===== src/rtl/z80_bus_pkg.sv =====
// Shared Z80 bus constants and the RETI snoop state encoding.
`default_nettype none

package z80_bus_pkg;

  localparam logic [7:0] OPC_RETI_PREFIX = 8'hED;
  localparam logic [7:0] OPC_RETI        = 8'h4D;

  typedef enum logic {
    IDLE   = 1'b0,
    GOT_ED = 1'b1
  } reti_state_t;

endpackage

`default_nettype wire


===== src/rtl/z80_reti_decoder.sv =====
// Snoops CPU opcode fetches and pulses reti_evt when the ED 4D (RETI) sequence completes.
`default_nettype none

module z80_reti_decoder
  import z80_bus_pkg::*;
(
  input  logic       CLK,
  input  logic       RST,
  input  logic       ENA,
  input  logic       M1_n,
  input  logic       RD_n,
  input  logic       IORQ_n,
  input  logic [7:0] DI,
  output logic       reti_evt
);

  reti_state_t state, state_nxt;
  logic        sampled;
  logic        fetch;
  logic        sample;

  assign fetch  = ~M1_n & ~RD_n & IORQ_n;
  // A fetch may span several ENA cycles; only its first one looks at DI.
  assign sample = ENA & fetch & ~sampled;

  always_ff @(posedge CLK or posedge RST) begin
    if (RST) begin
      state   <= IDLE;
      sampled <= 1'b0;
    end else if (ENA) begin
      state <= state_nxt;
      if (M1_n)
        sampled <= 1'b0;
      else if (fetch)
        sampled <= 1'b1;
    end
  end

  always_comb begin
    state_nxt = state;
    reti_evt  = 1'b0;
    if (sample) begin
      case (state)
        IDLE: begin
          state_nxt = (DI == OPC_RETI_PREFIX) ? GOT_ED : IDLE;
        end
        GOT_ED: begin
          if (DI == OPC_RETI) begin
            reti_evt  = 1'b1;
            state_nxt = IDLE;
          end else if (DI == OPC_RETI_PREFIX) begin
            state_nxt = GOT_ED;
          end else begin
            state_nxt = IDLE;
          end
        end
        default: state_nxt = IDLE;
      endcase
    end
  end

endmodule

`default_nettype wire


===== src/rtl/z80_int_daisy.sv =====
// Fixed-priority Z80 interrupt daisy chain: request capture, INTA vectoring, in-service tracking.
`default_nettype none

module z80_int_daisy
  import z80_bus_pkg::*;
#(
  parameter int N = 4
) (
  input  logic           CLK,
  input  logic           RST,
  input  logic           ENA,
  input  logic           M1_n,
  input  logic           IORQ_n,
  input  logic           RD_n,
  input  logic [7:0]     DI,
  input  logic           IEI,
  output logic           IEO,
  output logic           INT_n,
  output logic [7:0]     DO,
  output logic           VECTEN,
  input  logic [N-1:0]   REQ,
  input  logic [8*N-1:0] VECT,
  output logic [N-1:0]   ACK,
  output logic [N-1:0]   INSRV,
  output logic [N-1:0]   PEND
);

  localparam int IDX_W = (N > 1) ? $clog2(N) : 1;

  logic [N-1:0]     pend, isr, req_d, ack;
  logic [N-1:0]     pend_nxt, isr_nxt, elig, isr_lowest;
  logic [IDX_W-1:0] ack_idx, win_idx;
  logic             win_vld, inta, inta_d, inta_start, ack_go, vecten, reti_evt;
  logic             blocked;

  z80_reti_decoder u_reti (
    .CLK      (CLK),
    .RST      (RST),
    .ENA      (ENA),
    .M1_n     (M1_n),
    .RD_n     (RD_n),
    .IORQ_n   (IORQ_n),
    .DI       (DI),
    .reti_evt (reti_evt)
  );

  assign inta       = ~M1_n & ~IORQ_n;
  assign inta_start = inta & ~inta_d;
  assign ack_go     = inta_start & win_vld;

  // A device is masked by its own or any higher-priority in-service bit.
  always_comb begin
    blocked = 1'b0;
    elig    = '0;
    for (int i = 0; i < N; i++) begin
      blocked = blocked | isr[i];
      elig[i] = pend[i] & IEI & ~blocked;
    end
  end

  always_comb begin
    win_vld    = 1'b0;
    win_idx    = '0;
    isr_lowest = '0;
    for (int i = N - 1; i >= 0; i--) begin
      if (elig[i]) begin
        win_vld = 1'b1;
        win_idx = IDX_W'(i);
      end
      if (isr[i]) begin
        isr_lowest    = '0;
        isr_lowest[i] = 1'b1;
      end
    end
  end

  // RETI retires first, then the acknowledge applies; a fresh REQ edge beats the ack clear.
  always_comb begin
    isr_nxt  = reti_evt ? (isr & ~isr_lowest) : isr;
    pend_nxt = pend;
    if (ack_go) begin
      isr_nxt[win_idx]  = 1'b1;
      pend_nxt[win_idx] = 1'b0;
    end
    pend_nxt = pend_nxt | (REQ & ~req_d);
  end

  always_ff @(posedge CLK or posedge RST) begin
    if (RST) begin
      pend    <= '0;
      isr     <= '0;
      req_d   <= '0;
      ack     <= '0;
      ack_idx <= '0;
      vecten  <= 1'b0;
      inta_d  <= 1'b0;
    end else if (ENA) begin
      pend   <= pend_nxt;
      isr    <= isr_nxt;
      req_d  <= REQ;
      inta_d <= inta;
      ack    <= '0;
      if (ack_go) begin
        ack_idx      <= win_idx;
        ack[win_idx] <= 1'b1;
        vecten       <= 1'b1;
      end else if (!inta) begin
        vecten <= 1'b0;
      end
    end
  end

  assign INT_n  = ~|elig;
  assign IEO    = IEI & ~|isr & ~|pend;
  assign VECTEN = vecten;
  assign DO     = vecten ? VECT[{ack_idx, 3'b000} +: 8] : 8'h00;
  assign ACK    = ack;
  assign INSRV  = isr;
  assign PEND   = pend;

endmodule

`default_nettype wire


===== config.mk =====
export PLATFORM = sky130hd
export DESIGN_NAME = z80_int_daisy
export DESIGN_NICKNAME = d
export VERILOG_FILES = /design/src/rtl/z80_bus_pkg.sv /design/src/rtl/z80_reti_decoder.sv /design/src/rtl/z80_int_daisy.sv
export SDC_FILE = /design/constraint.sdc
export NUM_CORES = 1
export LEC_CHECK = 0
export BUFFER_PORTS_ARGS = -buffer_cell sky130_fd_sc_hd__buf_2
export CAP_MARGIN = 20
export CORE_AREA = 10 10 68 70
export DETAILED_ROUTE_END_ITERATION = 6
export DIE_AREA = 0 0 78 80
export PLACE_DENSITY = 0.71
export SLEW_MARGIN = 25
export SYNTH_ARGS = -nofsm -noshare
export SYNTH_HDL_FRONTEND = slang
export SYNTH_SLANG_ARGS = --single-unit
export TNS_END_PERCENT = 1

===== constraint.sdc =====
create_clock -name CLK -period 2.15 [get_ports CLK]
set_input_delay 0.3225 -clock CLK [delete_from_list [all_inputs] [get_ports CLK]]
set_output_delay 0.3225 -clock CLK [all_outputs]
set_load 0.02 [all_outputs]

==> qor.txt, run 1 <==
Status - complete, but fails checks
Failing checks - setup timing
Setup CP Type - flip-flop to output port
Share of cells above drive strength 1 - 0.5238
Final Util - 0.5261
LEAKAGE - 0.8424 nW
# IOs - 74
Inserted Diodes - 0
DRC - 0
FILL cells - 315
Met2 GRT Util - 0.1932
Top Usage Layer GRT - met2
Largest net degree at the start of global routing - 23
Post-route cell area - 1728 µm²
Number of global-route vias before repair - 1328
Drt via density - 5.102
Total power - 1.203 mW
Max frequency - 439.3 MHz
Initial antenna violation count - 0
Slew headroom - 0.4558
Crit end category - output port
CTS tree - done
Routed wire length - 3983 µm
Synth area leader - dfrtp_1
Critical Path, Cell by Cell - or4b_4 > or4_4 > nor3_2 > buf_4
First-pass GRT wire length - 6175 µm
Clock Power Share - 0.151
Crit-path max cell delay - 550 ps
Hold Crit Class - input pin to async pin
Yosys cell types - 40
Floorplan die height - 80 µm
Met3 usage - 0.04167
CTS Buf Count - 3
Arrival time worst endpoint - 1950 ps
CTS sink cnt - 22
Routed WL per cell - 16.95 µm
Post-Synthesis Cells - 113
Top cells by area, synth - dfrtp_1 44%, mux4_2 14%, and2_1 4.5%, nand2_1 2.7%, o21ai_1 2.4%
FF+latch count, synth - 22
Synth top area share - 0.4374
Area grow syn2layout - 37.28%
RSZ-0062 raised after global routing - yes
Fin crit share - 1.059
Vias - 1199
Setup Skew - 4.890 ps
Final Setup Violations - 1
Post-DP HPWL - 3292 µm
CP max stage cell - or4b_4
Setup WS post-layout - -126.2 ps
Main flop type after synthesis - dfrtp_1
GRT overflow - 0
Root buffer cell - clkbuf_4
Synthesized area per cell - 11.14 µm²
Initial Util - 0.3832
Combinational power share - 0.382
Core box area - 3284 µm²
Hold Buf Count CTS - 0
Warnings from Yosys - 0
Final min period - 2276 ps
Sequential share of power - 0.468
DR iter-0 viols - 26
Internal - 0.7755 mW
Full die area - 6240 µm²
Global-route usage over all layers - 0.1199
EDFF count, synth - 0
Ys async rst share - 1.000
Placed cell area - 1687 µm²
Crit-path max FO - 3
Critical Path Start Type - flip-flop
M1 GR Usage - 0.1446
Worst skew pair latency - 300 ps
Syn_nets - 164
Switch share - 0.3551
ANT nets after route - 0
Actual slew at the worst max-slew pin - 815.4 ps
Gpl congestion - 0.9028
Pre-antenna DRT Iters - 4
Hold Vio Cnt, Final - 0
Reg clk slew, reported paths - 110 ps
PwrDens - 696.0 nW/µm²
Htree depth - 1
Die Wd - 78 µm
Max Buffers Root-to-Sink - 2
Post-Syn Area - 1259 µm²
Worst Path Required - 1830 ps
Switch Pwr - 0.4271 mW
Final Slew Violations - 0
Worst VDD drop - 348.0 µV
Nets - 242
Core Rows - 21
Max-cap viol count - 0
PortBufs - 73
Post-route setup TNS - -126.2 ps
Sequential fraction of the synthesis area - 0.4374
per-stage QoR:
stage                     setup slack [ps]  hold WS (ps)  cells
after floorplan                      76.26         311.7    113
after global placement               218.3         426.0    231
after detailed placement             210.4         452.0    231
after CTS                           -119.0         194.8    235
after global routing                -194.3         232.7    235
final                               -126.2         163.3    235
routing by layer:
| layer | vias to the layer above | routed length (µm) |
|---|---|---|
| li1 | 576 | - |
| met1 | 546 | 1822 |
| met2 | 70 | 1724 |
| met3 | 7 | 385 |
| met4 | 0 | 51 |
| met5 | - | 0 |
synth_stat cells, types with 2 or more instances:
library cell / count
nand4_1: 2
mux2_2: 2
a32o_1: 2
buf_2: 2
o21ai_0: 5
nand2_1: 9
inv_1: 8
nor2b_1: 3
dfrtp_1: 22
and2_1: 9
nor2_1: 4
o31ai_1: 2
o211ai_1: 2
o21ai_1: 6
o22ai_1: 2
mux4_2: 8
o2bb2ai_1: 2
critical path, delay by kind of cell, from the launching register on:
kind | cells | cell delay (ps)
buffers and inverters | 1 | 160
flip-flops | 1 | 400
AND/OR/NAND/NOR | 3 | 1090
kinds of logic (layout without fill, tap and decap cells):
group	after synthesis	count (layout)	share of synthesized area
and+or+nand+nor	39	39	0.1968
AOI/OAI and AO/OA	29	29	0.1581
DFF	22	22	0.4374
buffers and inverters	12	88	0.03777
muxes	11	11	0.1700
cell type report:
type,instances,area (µm²),share of cell area
clock buffers,3,22.52,0.01303
inverters,8,30.03,0.01738
multi-input cells,79,668.1,0.3867
flip-flops and latches,22,551.8,0.3193
well taps,46,57.56,0.03331
repair buffers,77,397.9,0.2303
what timing repair did:
| action | 4_1_cts | 5_1_grt |
|---|---|---|
| gates resized for setup | 4 | 0 |
| setup buffers | 1 | 0 |
| endpoints found under the setup margin | 9 | 1 |
registers in the layout, indices dropped and copies added (netlist names):
register,flops
INSRV,4
inta_d,1
VECTEN,1
PEND,4
req_d,4
u_reti.sampled,1
ACK,4
ack_idx,2
u_reti.state,1
final timing paths:
kind                                from    endpoint  slack (ps)  cells after the start
worst max register to register  INSRV[0]  ack_idx[0]         430                      5
worst min register to register  req_d[3]     PEND[3]         460                      1
max in group asynchronous            RST  ack_idx[0]        1430                      2
worst max-delay path            INSRV[0]         IEO        -130                      4
worst min-delay path                 RST    req_d[1]         160                      2
min in group CLK                  REQ[0]    req_d[0]         240                      3
power by group through the flow:
stage / combinational (mW) / clock, mW / sequential [mW]
floorplan: 0.279 / 0 / 0.566
global placement: 0.445 / 0 / 0.561
detailed placement: 0.452 / 0 / 0.569
CTS: 0.463 / 0.188 / 0.561
global route: 0.496 / 0.205 / 0.576
finish: 0.459 / 0.181 / 0.562
cells in the final DEF, fill, tap and decap left out, types with 3 or more instances in the layout:
master / synthesis / final
nor2b_1: 3 / 3
o21ai_1: 6 / 6
and2_1: 9 / 9
o21ai_0: 5 / 5
clkbuf_4: 0 / 3
buf_2: 2 / 72
mux4_2: 8 / 8
buf_4: 0 / 5
nor2_1: 4 / 4
nand2_1: 9 / 9
inv_1: 8 / 8
dfrtp_1: 22 / 21
Note: power is estimated with default switching activity, not from simulation.
==> run 2, diff against run 1 <==
==> constraint.sdc (replaced) <==
create_clock -name CLK -period 2.15 [get_ports CLK]
set_input_delay 0.3225 -clock CLK [delete_from_list [all_inputs] [get_ports CLK]]
set_output_delay 0.3225 -clock CLK [all_outputs]
set_load 0.005 [all_outputs]
==> run 2 against run 1 <==
- the flow still finishes with violations (setup timing)
- via count up 2.6%
- non-clock buffer count unchanged
- worst hold slack worse by 5.0 ps
- fmax is 0.90% higher
- clock power up 26%
- core utilization up 0.38 points
- critical path type unchanged
- critical endpoint unchanged
- largest power group unchanged
- highest routed layer unchanged
==> qor.txt, run 2 (synthesis gave the netlist of run 1 again) <==
Final Slew Violations - 0 (unchanged)
Pre-antenna DRT Iters - 4 (unchanged)
Share of cells above drive strength 1 - 0.5316 (+0.007769)
Combinational power share - 0.335 (-0.047)
Inst Count DP - 229 (-0.87%)
DR iter-0 viols - 31 (+19%)
Area grow syn2layout - 38.27%
Floorplan die height - 80 µm (unchanged)
Sequential share of power - 0.473 (+0.005)
Status - complete, but fails checks
Final Util - 0.5299 (+0.003810)
GRT overflow - 0 (unchanged)
Actual slew at the worst max-slew pin - 826.5 ps (+11.11 ps)
Setup WS post-layout - -105.9 ps (+20.37 ps)
Worst path bufs/invs - 1 (unchanged)
Total power - 1.186 mW (-1.4%)
CP max stage cell - or4b_4
Placed cell area - 1672 µm² (-0.89%)
First-pass GRT wire length - 6237 µm (+1.0%)
Switch Pwr - 0.3733 mW (-13%)
Sequential cell area - 553.0 µm² (+0.23%)
PortBufs - 73 (unchanged)
Crit-path max FO - 3 (unchanged)
Max frequency - 443.3 MHz (+0.90%)
Largest net degree at the start of global routing - 23 (unchanged)
Crit-path max cell delay - 550 ps (about the same)
FILL cells - 309 (-1.9%)
Inserted Diodes - 0 (unchanged)
Most frequent cells in the layout - 73 x buf_2, 20 x dfrtp_1, 9 x nand2_1, 9 x and2_1
Crit path max-delay family - simple AND/OR/NAND/NOR gates
Setup CP Type - flip-flop to output port
Final min period - 2256 ps (-20.37 ps)
Global-route usage over all layers - 0.1188 (-0.001127)
Htree depth - 1 (unchanged)
PwrDens - 681.5 nW/µm² (-2.1%)
Gpl congestion - 0.8384 (-7.1%)
Hold Vio Cnt, Final - 0 (unchanged)
Nets - 242 (unchanged)
Full die area - 6240 µm² (unchanged)
Failing checks - setup timing
Final Setup Violations - 1 (unchanged)
CTS tree - done
Root buffer cell - clkbuf_4
Reg clk slew, reported paths - 120 ps (about the same)
Max-cap viol count - 0 (unchanged)
Crit end category - output port
Worst Path Required - 1830 ps (about the same)
Slew headroom - 0.4484 (-0.007417)
R2R cell count - 5 (unchanged)
Core Rows - 21 (unchanged)
RSZ-0062 raised after global routing - yes
# IOs - 74 (unchanged)
Post-DP HPWL - 3293 µm (about the same)
Clock Power Share - 0.192 (+0.041)
Initial antenna violation count - 0 (unchanged)
Critical Path Start Type - flip-flop
Worst skew pair latency - 300 ps (about the same)
Place WS - 144.7 ps (-65.78 ps)
Fin crit share - 1.049 (-0.009476)
Worst VDD drop - 360.2 µV (+3.5%)
DRC - 0 (unchanged)
Arrival time worst endpoint - 1930 ps (-20 ps)
Area of the multi-input gates - 668.1 µm² (unchanged)
Critical Path, Cell by Cell - or4b_4 > or4_4 > nor3_2 > buf_2
Worst r2r src - INSRV[1]
Initial Util - 0.3832 (unchanged)
Vias - 1230 (+2.6%)
ANT nets after route - 0 (unchanged)
CTS Buf Count - 3 (unchanged)
Post-route insts no fill - 236 (+0.43%)
Internal - 0.8128 mW (+4.8%)
Hold Buf Count CTS - 0 (unchanged)
Switch share - 0.3147 (-0.04044)
Drt via density - 5.212 (+2.2%)
Setup Skew - 3.111 ps (-1.779 ps)
Core box area - 3284 µm² (unchanged)
Die Wd - 78 µm (unchanged)
Routed WL per cell - 16.83 µm (-0.72%)
Most common cell after layout, fill and taps aside - buf_2
LEAKAGE - 0.8481 nW (+0.69%)
R2R Setup Slk - 450 ps (+20 ps)
Number of global-route vias before repair - 1302 (-2.0%)
Routed wire length - 3971 µm (-0.30%)
Post-route cell area - 1740 µm² (+0.72%)
Hold Crit Class - input pin to async pin
CTS sink cnt - 22 (unchanged)
Max Buffers Root-to-Sink - 2 (unchanged)
Worst reg2reg endpoint - ack_idx[0]
==> run 2: cell count changes in the layout (fill, tap and decap cells not counted) <==
cell,change
buf_2,+1
dfrtp_1,-1
dfrtp_2,+1
clkbuf_8,+1
buf_4,-1
==> run 2: layer usage <==
layer  up-vias  part of all wire  global-route usage
met5         -                 0                   0
met4         0            0.0048             0.02330
met3         4              0.12             0.05631
met2        70              0.44              0.1932
met1       575              0.44              0.1407
li1        581                 -                   -
==> run 2: power by group through the flow <==
stage	clock network, mW	logic [mW]	registers, mW
6_report	0.228	0.397	0.561
5_1_grt	0.254	0.440	0.573
4_1_cts	0.233	0.404	0.561
3_5_place_dp	0	0.362	0.582
3_3_place_gp	0	0.350	0.571
2_1_floorplan	0	0.256	0.527
==> run 2: worst max-delay path by stage <==
| stage | startpoint | endpoint | depth (start not counted) |
|---|---|---|---|
| after floorplan | INSRV[0] | IEO | 3 |
| after global placement | INSRV[0] | IEO | 4 |
| after detailed placement | INSRV[0] | IEO | 4 |
| after CTS | INSRV[0] | IEO | 4 |
| after global routing | INSRV[0] | IEO | 4 |
| final | INSRV[0] | IEO | 4 |
==> run 2: area by class of cell <==
type | count | share of cell area
multi-input cells | 79 | 0.3839
flip-flops and latches | 22 | 0.3178
repair buffers | 77 | 0.2272
well taps | 46 | 0.03307
clock buffers | 4 | 0.02085
inverters | 8 | 0.01725
==> run 2: repair_timing <==
action                                  CTS  global route
buffers inserted                          3             0
endpoints found under the setup margin    9             1
resized for setup                         4             0
pin swaps                                 0             0
==> run 2: metrics by stage <==
stage	setup TNS, ps	hold WS (ps)
after floorplan	0	311.7
after global placement	0	426.4
after detailed placement	0	435.1
after CTS	-121.7	182.0
after global routing	-174.7	214.6
final	-105.9	158.3
==> run 3, diff against run 2 <==
--- a/config.mk
+++ b/config.mk
@@ -5,11 +5,12 @@
 export SDC_FILE = /design/constraint.sdc
 export NUM_CORES = 1
 export LEC_CHECK = 0
+export ABC_AREA = 1
 export BUFFER_PORTS_ARGS = -buffer_cell sky130_fd_sc_hd__buf_2
 export CAP_MARGIN = 20
-export CORE_AREA = 10 10 68 70
+export CORE_AREA = 10 10 69 71
 export DETAILED_ROUTE_END_ITERATION = 6
-export DIE_AREA = 0 0 78 80
+export DIE_AREA = 0 0 79 81
 export PLACE_DENSITY = 0.71
 export SLEW_MARGIN = 25
 export SYNTH_ARGS = -nofsm -noshare
==> run 3 against run 2 <==
- the flow now finishes without violations
- cell count grew 31%
- fmax grew 15%
- non-clock buffer count shrank 3
- die area grew 2.5%
==> qor.txt, run 3 <==
Status - finished, final reports clean
Post-route insts no fill - 308 (+31%)
Nets - 312 (+29%)
Post-route setup TNS - 0 ps (+105.9 ps)
Area of the multi-input gates - 659.4 µm² (-1.3%)
Final Slew Violations - 0 (unchanged)
Hold Buf Count CTS - 0 (unchanged)
LEAKAGE - 0.9742 nW (+15%)
Initial Util - 0.3704 (-0.01285)
Post-Synthesis Cells - 187 (+65%)
Count leader, synth - nand2_1
Top cells by count, synth - 39 x nand2_1, 38 x nor2_1, 23 x o21ai_0, 22 x dfrtp_1, 15 x inv_1
Routed WL per cell - 12.25 µm (-27%)
Critical Path Start Type - flip-flop
DR iter-0 viols - 40 (+29%)
Routed wire length - 3772 µm (-5.0%)
Main flop type after synthesis - dfrtp_1
Synth top area share - 0.4219 (-0.01552)
Core box area - 3523 µm² (+7.3%)
Syn_nets - 238 (+45%)
Die Wd - 79 µm (+1.3%)
Hold Crit Class - input pin to async pin
# IOs - 74 (unchanged)
Inserted Diodes - 0 (unchanged)
Sequential cell area - 551.8 µm² (-0.23%)
Post-CTS Resized - 0 (-4)
Max Buffers Root-to-Sink - 2 (unchanged)
Minimum hold slack - 21.85 ps (-136.4 ps)
Setup Skew - 3.191 ps (+0.07985 ps)
Synthesized area per cell - 6.979 µm² (-37%)
Crit end category - output port
CTS tree - done
Sequential fraction of the synthesis area - 0.4219 (-0.01552)
EDFF count, synth - 0 (unchanged)
FILL cells - 389 (+26%)
Hold Vio Cnt, Final - 0 (unchanged)
Actual slew at the worst max-slew pin - 279.8 ps (-546.7 ps)
Core Rows - 22 (+4.8%)
Setup WS post-layout - 186.7 ps (+292.6 ps)
CTS sink cnt - 22 (unchanged)
Largest net degree at the start of global routing - 23 (unchanged)
Number of global-route vias before repair - 1378 (+5.8%)
Yosys cell types - 19 (-53%)
Post-DP HPWL - 3127 µm (-5.0%)
Full die area - 6399 µm² (+2.5%)
Max frequency - 509.3 MHz (+15%)
PwrDens - 867.3 nW/µm² (+27%)
Arrival time worst endpoint - 1640 ps (-290 ps)
ANT nets after route - 0 (unchanged)
Root buffer cell - clkbuf_4
Ys async rst share - 1.000 (unchanged)
Pre-antenna DRT Iters - 4 (unchanged)
Synth area leader - dfrtp_1
CTS Buf Count - 3 (unchanged)
Floorplan die height - 81 µm (+1.3%)
Final Util - 0.4972 (-0.03275)
Drt via density - 4.675 (-10%)
Inst Count DP - 304 (+33%)
Most common cell after layout, fill and taps aside - buf_2
Final Setup Violations - 0 (-1)
Htree depth - 1 (unchanged)
Final min period - 1963 ps (-292.6 ps)
Post-CTS Setup Bufs - 0 (-3)
DRC - 0 (unchanged)
Reg clk slew, reported paths - 120 ps (about the same)
FF+latch count, synth - 22 (unchanged)
Worst skew pair latency - 300 ps (about the same)
Post-Syn Area - 1305 µm² (+3.7%)
Crit-path max FO - 9 (+6)
Area grow syn2layout - 34.23%
Initial antenna violation count - 0 (unchanged)
Vias - 1440 (+17%)
Worst Path Required - 1830 ps (about the same)
Gpl congestion - 0.8354 (-0.36%)
GRT overflow - 0 (unchanged)
Setup CP Type - flip-flop to output port
Most frequent cells in the layout - 73 x buf_2, 39 x nand2_1, 38 x nor2_1
RSZ-0062 raised after global routing - no
First-pass GRT wire length - 6320 µm (+1.3%)
Top cells by area, synth - dfrtp_1 42%, nand2_1 11%, nor2_1 11%, o21ai_0 8.8%, inv_1 4.3%
Place WS - 523.1 ps (+378.5 ps)
Global-route usage over all layers - 0.1190 (+0.0001568)
Warnings from Yosys - 0 (unchanged)
Slew headroom - 0.8135 (+0.3651)
Worst VDD drop - 416.9 µV (+16%)
Max-cap viol count - 0 (unchanged)
PortBufs - 73 (unchanged)
Fin crit share - 0.9132 (-0.1361)
Share of cells above drive strength 1 - 0.3462 (-0.1854)
[run 3: cell types whose count changed after synthesis, moves of 7 or more]
cell and change:
o21ai_0 +18, nand2_1 +30, and2_1 -9, inv_1 +7, mux4_2 -8, nand3_1 +10, nor2_1 +34, a21oi_1 +10
[run 3: final timing paths]
| path | slack, ps | from | cells past startpoint | endpoint |
|---|---|---|---|---|
| hold / removal | 20 | RST | 3 | PEND[0] |
| setup reg to reg | 710 | INSRV[0] | 8 | PEND[2] |
| max in group asynchronous | 1900 | RST | 3 | ack_idx[0] |
| hold reg to reg | 450 | req_d[0] | 1 | PEND[0] |
| setup / recovery | 190 | ack_idx[1] | 5 | DO[0] |
| min in group CLK | 230 | REQ[2] | 3 | req_d[2] |
[run 3: cells by family (layout without fill, tap and decap cells)]
family | after synthesis | after routing | share of synthesized area
compound gates | 39 | 39 | 0.1553
buf+inv | 24 | 97 | 0.07287
flops | 22 | 22 | 0.4219
simple gates | 102 | 102 | 0.3500
[run 3: routing by layer]
| metal | track usage | wire, µm | vias up |
|---|---|---|---|
| li1 | - | - | 749 |
| met1 | 0.1374 | 1642 | 635 |
| met2 | 0.1982 | 1781 | 50 |
| met3 | 0.03974 | 293 | 6 |
| met4 | 0.05018 | 55 | 0 |
| met5 | 0 | 0 | - |
[run 3: area by class of cell]
type	count	area share
clock buffers	4	0.02071
inverters	19	0.04071
multi-input cells	141	0.3764
flip-flops and latches	22	0.3150
well taps	48	0.03429
repair buffers	74	0.2129
[run 3: worst max-delay path: stages (launching register included)]
cell and delay [ps]:
dfrtp_1 510, clkinv_1 300, nor2_1 170, o21ai_0 90, a21oi_1 140, buf_2 140
[run 3: per-stage QoR]
stage          cell area, µm²  total power [mW]
2_1_floorplan            1305             1.090
3_5_place_dp             1714             1.311
3_3_place_gp             1714             1.303
6_report                 1752             1.519
4_1_cts                  1750             1.535
5_1_grt                  1752             1.681
[run 3: power breakdown]
group          switching, mW  leakage (nW)  total (mW)  internal (mW)
Combinational          0.391         0.688       0.666          0.275
Clock                  0.122        0.0210       0.225          0.103
Sequential             0.131         0.265       0.628          0.497
